File: config.mk
export PLATFORM = sky130hd
export DESIGN_NAME = lb_8bit_rd_fifo
export DESIGN_NICKNAME = d
export VERILOG_FILES = /design/src/rtl/lb_8bit_rd_fifo.sv
export SDC_FILE = /design/constraint.sdc
export NUM_CORES = 1
export LEC_CHECK = 0
export BUFFER_PORTS_ARGS = -buffer_cell sky130_fd_sc_hd__buf_2
export CAP_MARGIN = 10
export CORE_AREA = 2 2 156 97
export CTS_BUF_LIST = sky130_fd_sc_hd__clkbuf_4
export DETAILED_ROUTE_END_ITERATION = 16
export DIE_AREA = 0 0 158 99
export GPL_ROUTABILITY_DRIVEN = 0
export SLEW_MARGIN = 20
export SYNTH_ARGS = -nofsm -noshare
export SYNTH_HDL_FRONTEND = slang
export SYNTH_SLANG_ARGS = --single-unit
File: constraint.sdc
create_clock -name clk -period 3.25 [get_ports clk]
set_clock_uncertainty 0.2 [all_clocks]
set_input_delay 0.65 -clock clk [delete_from_list [all_inputs] [get_ports clk]]
set_output_delay 0.65 -clock clk [all_outputs]
set_load 0.01 [all_outputs]
File: src/rtl/lb_8bit_rd_fifo.sv
// Read-side local-bus FIFO peripheral for PicoBlaze: an external producer pushes bytes,
// the CPU pops them at DATA_ADDR and polls/clears status at STAT_ADDR, with a data-arrival irq.
module lb_8bit_rd_fifo #(
    parameter logic [7:0] DATA_ADDR  = 8'h10,
    parameter logic [7:0] STAT_ADDR  = 8'h11,
    parameter int         DEPTH_LOG2 = 4
) (
    input  logic       clk,
    input  logic       reset,
    input  logic [7:0] wr_data,
    input  logic       wr_en,
    output logic       wr_full,
    input  logic [7:0] port_id,
    input  logic       read_strobe,
    output logic [7:0] in_port,
    output logic       irq,
    input  logic       irq_ack
);
    localparam int DEPTH = 1 << DEPTH_LOG2;
    localparam logic [DEPTH_LOG2:0]   CNT_FULL = {1'b1, {DEPTH_LOG2{1'b0}}};
    localparam logic [DEPTH_LOG2:0]   CNT_ONE  = 1;
    localparam logic [DEPTH_LOG2-1:0] PTR_ONE  = 1;

    logic [7:0]            mem [DEPTH];
    logic [DEPTH_LOG2-1:0] wr_ptr;
    logic [DEPTH_LOG2-1:0] rd_ptr;
    logic [DEPTH_LOG2:0]   count;
    logic [DEPTH_LOG2:0]   count_next;
    logic                  overflow;
    logic                  empty;
    logic                  full;
    logic                  data_sel;
    logic                  stat_sel;
    logic                  pop;
    logic                  push;
    logic                  drop;
    logic [7:0]            status;
    logic [7:0]            rd_mux;

    assign empty    = (count == '0);
    assign full     = (count == CNT_FULL);
    assign data_sel = (port_id == DATA_ADDR);
    assign stat_sel = (port_id == STAT_ADDR);
    assign pop      = read_strobe & data_sel & ~empty;
    // A pop in the same cycle frees a slot, so a push into a full FIFO is still accepted.
    assign push     = wr_en & (~full | pop);
    assign drop     = wr_en & full & ~pop;
    assign status   = {4'b0000, irq, overflow, full, empty};

    always_comb begin
        rd_mux = 8'h00;
        if (data_sel) begin
            rd_mux = empty ? 8'h00 : mem[rd_ptr];
        end else if (stat_sel) begin
            rd_mux = status;
        end
    end

    always_comb begin
        count_next = count;
        case ({push, pop})
            2'b10:   count_next = count + CNT_ONE;
            2'b01:   count_next = count - CNT_ONE;
            default: count_next = count;
        endcase
    end

    always_ff @(posedge clk) begin
        if (push) begin
            mem[wr_ptr] <= wr_data;
        end
    end

    always_ff @(posedge clk or negedge reset) begin
        if (!reset) begin
            wr_ptr   <= '0;
            rd_ptr   <= '0;
            count    <= '0;
            overflow <= 1'b0;
            irq      <= 1'b0;
            in_port  <= 8'h00;
            wr_full  <= 1'b0;
        end else begin
            in_port <= rd_mux;
            count   <= count_next;
            wr_full <= (count_next == CNT_FULL);
            if (push) begin
                wr_ptr <= wr_ptr + PTR_ONE;
            end
            if (pop) begin
                rd_ptr <= rd_ptr + PTR_ONE;
            end
            // A fresh drop outranks the clear-on-read of the status register.
            if (drop) begin
                overflow <= 1'b1;
            end else if (read_strobe & stat_sel) begin
                overflow <= 1'b0;
            end
            if (push & empty) begin
                irq <= 1'b1;
            end else if (irq_ack) begin
                irq <= 1'b0;
            end
        end
    end
endmodule

# Word-level counts from Yosys, hierarchy flattened
# Memory sizes are Yosys's and may differ from the RTL's.
# Cells that the tools add are included.
[totals]
ff_bits = 24
memories = 1
ram_bits = 128
inputBits = 21
[mem_list]
columns = ["memory", "depth", "width", "rd", "rd_clocked_by_memory_dff", "write_ports", "line_no", "text"]
rows = [
  ["mem", 16, 8, 1, 0, 1, "24", "logic [7:0] mem [DEPTH];"],
]
[op_classes]
reduce_logical = 3
eq_ne = 6
muxes = 10
addsub = 4
bitwise_logic = 11
[op_table]
columns = ["op", "count"]
rows = [
  ["8-bit by 5-bit == test with 1-bit output, second input constant", 2],
  ["8-bit two-way mux", 2],
  ["5-bit == test, second input constant", 2],
  ["5-bit one-hot mux with 2 select lines", 1],
  ["4-bit by 1-bit adder with 4-bit output, second input constant", 2],
  ["1-bit AND", 7],
  ["1-bit two-way mux", 6],
  ["5-bit by 1-bit adder with 5-bit output, second input constant", 1],
  ["5-bit zero test", 1],
  ["5-bit by 1-bit subtractor with 5-bit output, second input constant", 1],
  ["4-bit two-way mux", 1],
  ["2-bit nonzero test", 2],
  ["1-bit inverter", 3],
  ["2-bit by 1-bit == test with 1-bit output, second input constant", 1],
  ["2-bit == test, second input constant", 1],
  ["1-bit OR", 1],
]

# Depth between registers and ports, before layout
[logic_depth]
word_depth = 8
ltp_mapped = 11
mapped_depth_nobuf = 10

# Least setup slack after synthesis
# OpenSTA, ideal clock, no wires.
[synth_path]
path_kind = "input-to-reg"
startpoint = "input port port_id[3]"
endpoint = "memory mem[1][0] (enable)"
setup_ps = 383
t_arrival_ps = 2579
path_buffers = 1
stages = 7
setup_slack_ps = 88
path_cell_list = "or4b_1 -> nor2b_1 -> buf_4 -> nand3_2 -> a31oi_4 -> nand2_1 -> nor3_1"
[synth_between]
elab_chain_cells = 7
[synth_lines]
columns = ["element", "line_no", "text"]
rows = [
  ["start: declaration", "13", "input logic [7:0] port_id,"],
  ["8-bit by 5-bit == test with 1-bit output", "42", "assign data_sel = (port_id == DATA_ADDR);"],
  ["1-bit AND (2 in a row)", "44", "assign pop = read_strobe & data_sel & ~empty;"],
  ["1-bit OR", "46", "assign push = wr_en & (~full | pop);"],
  ["1-bit AND", "46", ""],
  ["1-bit two-way mux", "69", "if (push) begin"],
  ["1-bit two-way mux (implied by the code)", "70", "mem[wr_ptr] <= wr_data;"],
  ["end: declaration", "24", ""],
]
# Every way passes these cells.

# Final worst setup path
[layout_path]
startpoint = "register count[0]"
endpoint = "register wr_full"
[layout_between]
elab_chain_cells = 8
elab_cells_between_ends = 13
[layout_lines]
columns = ["element", "line_no", "text"]
rows = [
  ["start: declaration", "27", "logic [DEPTH_LOG2:0] count;"],
  ["start signal: assignment", "85", "count <= count_next;"],
  ["5-bit zero test", "40", "assign empty = (count == '0);"],
  ["1-bit inverter", "44", ""],
  ["1-bit AND", "44", ""],
  ["1-bit OR", "46", ""],
  ["1-bit AND", "46", ""],
  ["2-bit by 1-bit == test with 1-bit output or 2-bit == test (tied branches)", "61", "case ({push, pop})"],
  ["5-bit one-hot mux with 2 select lines (*)", "61", ""],
  ["via count_next[2]", "28", "logic [DEPTH_LOG2:0] count_next;"],
  ["5-bit == test (*)", "86", "wr_full <= (count_next == CNT_FULL);"],
  ["end signal: assignment", "86", ""],
  ["end: declaration", "12", "output logic wr_full,"],
]
# Mark *: on every way through the listed nets, which the timed path passes. The rest lies on a longest branch.
# A chain may end at the register's enable or synchronous reset.

==> results.md <==
* Status: finished clean
* Die Area at about 16000 sq um
* Longest Clk Path Bufs at 2
* DP Area at 6730 sq um
* Wire length per cell at roughly 21 um
* Total of flip-flops plus latches after synthesis at 152
* H-tree levels at 4
* Layout cell share with drive strength beyond 1 at 0.348
* Total of max-cap violations at 0
* Average cell area after synthesis at 18.7 sq um
* Hold path depth at 2
* Critical Path End Type: flip-flop
* R2R Setup Slk at 0.45 ns
* Sequential area share after synthesis at 0.720
* CTS sink cnt at roughly 150
* Crit-path cells: nor4_4 -> a21oi_2 -> and4_4 -> xor2_1 -> ha_1 -> o41ai_2 -> xor2_1 -> nor4b_2
* Layout area overhead at 14.6%
* Placed cells at 570
* Pleak at ~2.4 nW
* Largest net degree at the start of global routing at 25
* Post-CTS Setup Inserts at 0
* Worst setup path class: reg2reg
* Most frequent cells in the layout: 128 x edfxtp_1, 33 x mux4_2, 30 x buf_2, 30 x buf_4, 23 x dfrtp_1
* CTS tree: yes
* Synth Net Count at 356
* Final Net Count at approximately 420
* Worst hold start: irq_ack
* Chip Width at 158 um
* Synth warnings at 0
* Initial core utilization at 0.434
* Post-synth EDFFs at about 130
* Non-Filler Instances at 603
* Number of global-route vias before repair at 3210
* Slew HR at 0.443
* RSZ-0062 raised after global routing: false
* Power Dens Cells at about 640 nW/um^2
* Tmin final at between 2 and 3 ns
* CP Launch Type: flip-flop
* Total Wirelength at between 10 and 15 mm
* ANT cells at 0
* Routed vias/inst at about 5.3
* Total Routing Usage GR at 0.177
* Most common cell after layout, fill and taps aside: edfxtp_1
* PostCTS Resize Cnt at 0
* Fraction of registers with async set/reset at 0.158
* Yosys cell types at 44
* Drt initial violations at 208
* FF-to-FF path depth at 8
* Slowest cell on the critical path: dfrtp_1
* Die extent in y at around 99 um
* Mapped Cells at between 300 and 400
* Bufs and invs on worst path at 0
* Fin Hold WS at around 0.13 ns
* Most used cell, CP: xor2_1
* RR Endpoint: wr_full
* Clock latency on the worst-skew pair at between 0.5 and 0.6 ns
* Final Hold Fails at 0
* Worst hold endpoint: irq
* Clk root buf: clkbuf_4
* Maximum vdd drop at ~290 uV
* Total grt overflow at 0
* DR vias at 3207
* Final ANT Viol Nets at 0
* Num CTS Buffers at 17
* Critical Path RT at approximately 3.5 ns
* DRC Markers at 0
* CP top delay family: simple AND/OR/NAND/NOR gates
* Worst Hold Class: in2reg
* Core Util, Final at 0.497
* Post-route design area at about 7000 sq um
* Core footprint at ~14000 sq um
* First-pass GRT wire length at between 15 and 20 mm
* FMAX at 357 MHz
* CP peak stage delay at between 0.5 and 0.6 ns
* Port Buffers at 30
* Reg2reg start: count[0]
* Prevailing post-synth register cell: edfxtp_1
* Arrival @ worst endpoint at around 3.0 ns
* Drt first pass iters at 4
* HPWL Detailed at 8.70 mm
* Clk slew on worst S/H paths at roughly 0.14 ns
* Worst Tran Pin Value at 0.835 ns
* Slew Viols, Final at 0
* IO Count at 31
* Worst Path Max Fanout at 8
* Final critical-path share of the clock period at 0.862
* Initial antenna violation count at 0
* Cell Rows at 34
* Final setup viols at 0
* Synth Cell Area at a little over 6000 sq um
[cells by family (layout without fill, tap and decap cells)]
| kind of cell | after synthesis | count (layout) | synth area share |
|---|---|---|---|
| DFF | 152 | 152 | 0.720 |
| and+or+nand+nor | 64 | 64 | 0.0574 |
| muxes | 45 | 45 | 0.141 |
| buffers and inverters | 23 | 99 | 0.0172 |
| adders and majority gates | 6 | 6 | 0.0122 |
| AOI/OAI and AO/OA | 28 | 28 | 0.0351 |
| xor gates and xnor gates | 11 | 11 | 0.0168 |
[sequential cells by signal, indices dropped and copies added (netlist names)]
| register | cells |
|---|---|
| mem | 128 |
| count | 5 |
| irq | 1 |
| overflow | 1 |
| rd_ptr | 4 |
| wr_full | 1 |
| wr_ptr | 4 |
| in_port | 8 |
[worst max path at each step]
| stage | startpoint | to | cells after the start |
|---|---|---|---|
| CTS | count[1] | wr_full | 8 |
| detailed placement | port_id[3] | mem[2][5] | 9 |
| finish | count[0] | wr_full | 8 |
| global placement | port_id[3] | wr_full | 9 |
| floorplan | port_id[3] | mem[1][0] | 7 |
| global route | count[0] | wr_full | 8 |
[power by group]
part	switching (mW)	internal (mW)	total [mW]
combinational	0.382	0.308	0.690
clock	0.674	0.626	1.30
sequential	0.181	2.34	2.52
total	1.24	3.27	4.51
[timing repair]
action                                  in CTS  in global routing
endpoints found under the setup margin       0                  0
hold buffers                                 1                  0
endpoints found under the hold margin       24                  0
[synthesized netlist by cell type (2+ instances only)]
cell type / number / area share
nand2_1: 12 / 0.0073
nor2b_1: 8 / 0.0081
nor3_1: 6 / 0.0049
mux2_2: 4 / 0.0073
a21oi_2: 3 / 0.0043
edfxtp_1: 128 / 0.62
clkbuf_1: 9 / 0.0055
o21ai_0: 2 / 0.0016
a21oi_1: 7 / 0.0057
and2_1: 2 / 0.0020
buf_4: 2 / 0.0024
nor2_1: 17 / 0.010
nand4_1: 3 / 0.0030
a211oi_1: 9 / 0.011
xnor2_1: 7 / 0.0099
ha_1: 6 / 0.012
buf_2: 3 / 0.0024
inv_1: 5 / 0.0030
nand2b_1: 2 / 0.0020
mux4_2: 33 / 0.12
mux2i_1: 8 / 0.013
nand3_1: 5 / 0.0041
buf_1: 2 / 0.0012
xor2_1: 3 / 0.0043
dfrtp_1: 24 / 0.097
[metal layers]
layer,wire (um),vias up,track usage,share of wire
li1,-,1438,-,-
met1,6220,1667,0.280,0.49
met2,5410,98,0.241,0.43
met3,944,4,0.0501,0.075
met4,53,0,0.0478,0.0042
met5,0,-,0,0
[area by class of cell]
cell class / count / area (sq um)
sequential: 152 / 4450
clock buffer: 18 / 135
fill: 1182 / 7140
timing repair buffer: 62 / 405
inverter: 5 / 18.8
multi-input combinational: 154 / 1620
tap: 198 / 248
clock inverter: 14 / 196
[per-stage QoR]
step | setup TNS [ns] | setup WS (ns) | power, mW
3_3_place_gp | -0.0130 | -0.0130 | 3.23
2_1_floorplan | 0 | 0.0877 | 2.98
4_1_cts | 0 | 0.508 | 4.55
5_1_grt | 0 | 0.314 | 4.73
6_report | 0 | 0.447 | 4.51
3_5_place_dp | 0 | 0.0233 | 3.25
Power figures use the tool's default switching activity.
